<file path="src/rtl/multdiv_ctrl.sv">
// Multicycle sequencer for the shared combinational multiplier / array divider:
// latches operands, waits a fixed settle time, captures the result and pulses ready.
module multdiv_ctrl #(
  parameter int unsigned MULT_CYCLES = 32'd4,
  parameter int unsigned DIV_CYCLES  = 32'd8
) (
  input  logic        clock,
  input  logic        reset_n,
  input  logic        ctrl_MULT,
  input  logic        ctrl_DIV,
  input  logic [31:0] data_operandA,
  input  logic [31:0] data_operandB,
  output logic [31:0] dp_operandA,
  output logic [31:0] dp_operandB,
  output logic        dp_isDiv,
  input  logic [31:0] mult_result,
  input  logic        mult_exception,
  input  logic [31:0] div_result,
  input  logic        div_exception,
  output logic [31:0] data_result,
  output logic        data_exception,
  output logic        data_inputRDY,
  output logic        data_resultRDY
);

  typedef enum logic [1:0] {
    IDLE = 2'd0,
    RUN  = 2'd1,
    DONE = 2'd2
  } state_t;

  localparam logic [7:0] MULT_LOAD = 8'(MULT_CYCLES - 32'd1);
  localparam logic [7:0] DIV_LOAD  = 8'(DIV_CYCLES - 32'd1);

  state_t      state_r;
  logic [7:0]  cnt_r;
  logic [31:0] dp_a_r;
  logic [31:0] dp_b_r;
  logic        dp_div_r;
  logic [31:0] result_r;
  logic        exception_r;
  logic        result_rdy_r;

  logic        accept_s;
  logic [31:0] cap_result_s;
  logic        cap_exception_s;

  // The divider only sees B[15:0]; anything not representable in 16 signed bits is rejected.
  function automatic logic b_out_of_range(input logic [31:0] b);
    return (b[31:15] != {17{b[15]}});
  endfunction

  // Request acceptance and selection of the value to capture at the end of RUN.
  always_comb begin
    accept_s        = 1'b0;
    cap_result_s    = 32'd0;
    cap_exception_s = 1'b0;
    if (state_r != RUN) begin
      accept_s = ctrl_MULT | ctrl_DIV;
    end else begin
      accept_s = 1'b0;
    end
    if (!dp_div_r) begin
      cap_result_s    = mult_result;
      cap_exception_s = mult_exception;
    end else if (b_out_of_range(dp_b_r)) begin
      cap_result_s    = 32'd0;
      cap_exception_s = 1'b1;
    end else if (div_exception) begin
      cap_result_s    = 32'd0;
      cap_exception_s = 1'b1;
    end else begin
      cap_result_s    = div_result;
      cap_exception_s = 1'b0;
    end
  end

  // Controller state, operand latches, settle counter and result capture.
  always_ff @(posedge clock or negedge reset_n) begin
    if (!reset_n) begin
      state_r      <= IDLE;
      cnt_r        <= 8'd0;
      dp_a_r       <= 32'd0;
      dp_b_r       <= 32'd0;
      dp_div_r     <= 1'b0;
      result_r     <= 32'd0;
      exception_r  <= 1'b0;
      result_rdy_r <= 1'b0;
    end else begin
      result_rdy_r <= 1'b0;
      case (state_r)
        IDLE, DONE: begin
          // DONE accepts exactly like IDLE so operations can run back to back.
          if (accept_s) begin
            dp_a_r   <= data_operandA;
            dp_b_r   <= data_operandB;
            dp_div_r <= ctrl_DIV;
            cnt_r    <= ctrl_DIV ? DIV_LOAD : MULT_LOAD;
            state_r  <= RUN;
          end else begin
            state_r  <= IDLE;
          end
        end
        RUN: begin
          if (cnt_r == 8'd0) begin
            result_r     <= cap_result_s;
            exception_r  <= cap_exception_s;
            result_rdy_r <= 1'b1;
            state_r      <= DONE;
          end else begin
            cnt_r <= cnt_r - 8'd1;
          end
        end
        default: begin
          state_r <= IDLE;
        end
      endcase
    end
  end

  assign dp_operandA    = dp_a_r;
  assign dp_operandB    = dp_b_r;
  assign dp_isDiv       = dp_div_r;
  assign data_result    = result_r;
  assign data_exception = exception_r;
  assign data_resultRDY = result_rdy_r;
  assign data_inputRDY  = (state_r != RUN);

endmodule

</file>
<file path="config.mk">
export PLATFORM = sky130hd
export DESIGN_NAME = multdiv_ctrl
export DESIGN_NICKNAME = d
export VERILOG_FILES = /design/src/rtl/multdiv_ctrl.sv
export SDC_FILE = /design/constraint.sdc
export NUM_CORES = 1
export LEC_CHECK = 0
export CAP_MARGIN = 20
export CORE_ASPECT_RATIO = 0.9
export CORE_MARGIN = 1.5
export CORE_UTILIZATION = 61
export DETAILED_ROUTE_END_ITERATION = 8
export DONT_BUFFER_PORTS = 1
export PLACE_DENSITY = 0.75
export SLEW_MARGIN = 20
export SYNTH_ARGS = -nofsm -noshare
export SYNTH_HDL_FRONTEND = slang
export SYNTH_SLANG_ARGS = --single-unit
</file>
<file path="constraint.sdc">
create_clock -name clock -period 5.3 [get_ports clock]
set_input_delay 0.53 -clock clock [delete_from_list [all_inputs] [get_ports clock]]
set_output_delay 0.53 -clock clock [all_outputs]
set_load 0.02 [all_outputs]
</file>
==> out/metrics.yaml <==
synth.distinct_cells: 38
r2r_slack_ps: 2590
power_density_nw_per_um2: 651.1
leakage_nw: 2.486
die_y_um: 88.34
min_period_over_period: 0.5111
synth-simple-area-share: 0.3014
final_layout_size_suffix_gt1_frac: 0.1206
via_count: 3539
synthXorXnorAreaFrac: 0.001774
crit_path_end_kind: "flip-flop"
finalHoldViolCount: 0
stdcell_area_um2: 5145
hold_path_class: "primary input to asynchronous set/reset pin"
arrival_ps: 2990
place_congestion: 0.8541
r2r-start: "cnt_r[0]"
swShare: 0.4745
yosysWarningCount: 0
totalWireLength_um: 11140
max-cap-violations: 0
syn_nets: 662
finalSetupTns_ps: 0
synthCells: 526
clkSinkCount: 109
grt_max_degree: 110
diodes: 0
finalSetupViolations: 0
period_minus_slack_ps: 2709
grt_pass1_wl_um: 17260
clk_latency_ps: 370
core_area_um2: 7695
initial_core_util: 0.6415
drv_slew: 0
cts.htree.levels: 3
pwr-share-clk: 0.137
startpoint_type: "flip-flop"
rr_endpoint: "data_result[20]"
grt.total_usage: 0.2497
criticalPathCategory: "flip-flop to flip-flop"
postCtsSetupRepairBufs: 0
net-switching-power_mw: 1.589
ant_nets: 0
rsz0062_at_grt: "false"
synthMuxAreaShare: 0.004563
max_freq_mhz: 369.2
mostFrequentLayoutCell: "nand2_1"
post_cts_resized: 0
syn_area_um2: 4936
synth_compound_area_frac: 0.09962
crit_required_ps: 5580
synth_fa_ha_area_frac: 0.005070
p_int_mw: 1.760
synth_edf_count: 0
portBuffers: 0
antenna_found_initial: 0
rows: 30
hold_ws_ps: 78.04
avgSynthCellArea_um2: 9.384
rr_worst_depth: 7
status: "completed"
slew_headroom: 0.3538
clock_skew_ps: 18.59
grt_pass1_vias: 3479
vias_per_cell: 5.802
dp_slack_ps: 2621
cts_buffer_depth: 2
nets: 645
wl_per_cell_um: 18.26
drt_iter0_drc: 169
synth_seq_cells: 109
ys_async_sr_fraction: 1.000
ys_seq_area_frac: 0.5526
first_pass_iters: 4
fin_util: 0.6686
cts.clk_slew.worst_paths_ps: 100
seqPwrFrac: 0.592
placed_area_um2: 4943
fin_cells: 610
setup_ws_ps: 2591
cts_tree: "yes"
dp_hpwl_um: 7631
numCtsBuffers: 9
synth_flop_cell: "dfrtp_1"
final_cell_mix: "nand2_1 (265), dfrtp_1 (109), nand3b_1 (32)"
cts_root_buffer: "clkbuf_8"
ir_worst_vdd_v: 0.0003194
comb_power_share: 0.271
total_power_mw: 3.350
placedCellCount: 593
areaGrowthSynthToFinish_pct: 4.233
nFillCells: 601
worstMarginPinSlew_ps: 967.8
overflow: 0
drc: 0
worst-path-max-fanout: 65
die-area_um2: 8641
synth_top_family_by_area: "simple AND/OR/NAND/NOR gates"
ios: 234
die_w_um: 97.82
## synth_stat cells, drive strengths merged (2+ instances only)
library cell    n  area share
clkbuf         20       0.015
nand3b         33       0.053
nor4            4       0.011
o21ai           2      0.0020
ha              2      0.0051
nor2            5      0.0038
dfrtp         109        0.55
nand4           2      0.0025
nand2         265        0.20
buf            13       0.017
nand3           2      0.0020
or3             3      0.0038
inv             4      0.0030
nor3            3      0.0030
nand2b          3      0.0038
mux2            2      0.0046
or4             5      0.0084
o211ai         37       0.087
## sequential cells by signal, indices dropped and copies added, names as in the netlist
signal and count:
data_result 32, state_r 2, data_resultRDY 1, dp_operandB 32, cnt_r 8, dp_isDiv 1
dp_operandA 32, data_exception 1
## routing by layer
metal,global-route usage,vias to the layer above,part of all wire
met2,0.4176,159,0.50
li1,-,1683,-
met5,0,-,0
met4,0.07143,0,0.0076
met1,0.3190,1689,0.41
met3,0.07820,8,0.085
## what timing repair did
item,4_1_cts,5_1_grt
hold endpoints to repair,109,0
endpoints found under the setup margin,0,0
hold buffers,1,0
## logic make-up after synthesis
| family | after synthesis |
|---|---|
| buffers and inverters | 37 |
| muxes | 2 |
| xor gates and xnor gates | 1 |
| DFF | 109 |
| AOI/OAI and AO/OA | 45 |
| adders and majority gates | 2 |
| and+or+nand+nor | 330 |
## power groups by stage
stage	clock, mW	sequential (mW)	combinational [mW]
after floorplan	0	1.89	0.768
after global placement	0	1.99	0.854
after detailed placement	0	2.00	0.905
after CTS	0.469	1.99	0.921
after global routing	0.499	2.02	1.04
final	0.458	1.98	0.909
## area by class of cell
class	count	area, um2	area share
flip-flops and latches	109	2728	0.5302
multi-input cells	380	2051	0.3986
clock buffers	10	127.6	0.02481
well taps	96	120.1	0.02335
repair buffers	5	57.56	0.01119
clock inverters	6	46.29	0.008998
inverters	4	15.01	0.002918
## critical path: stages (launching register included)
cell	delay, ps
dfrtp_1	390
inv_1	100
ha_1	150
nor3b_2	320
nand3b_4	410
inv_2	870
nand2_1	190
o211ai_2	180
## how the worst max path moves through the flow
| stage | end | startpoint | slack, ps | cells past startpoint |
|---|---|---|---|---|
| 3_3_place_gp | data_result[1] | cnt_r[0] | 2760 | 7 |
| 2_1_floorplan | data_result[10] | dp_operandB[26] | 3510 | 5 |
| 6_report | data_result[20] | cnt_r[0] | 2590 | 7 |
| 5_1_grt | data_result[25] | cnt_r[0] | 2340 | 7 |
| 4_1_cts | data_result[20] | cnt_r[0] | 2590 | 7 |
| 3_5_place_dp | data_result[20] | cnt_r[0] | 2620 | 7 |
No activity file was read; power rests on OpenSTA's default activity.
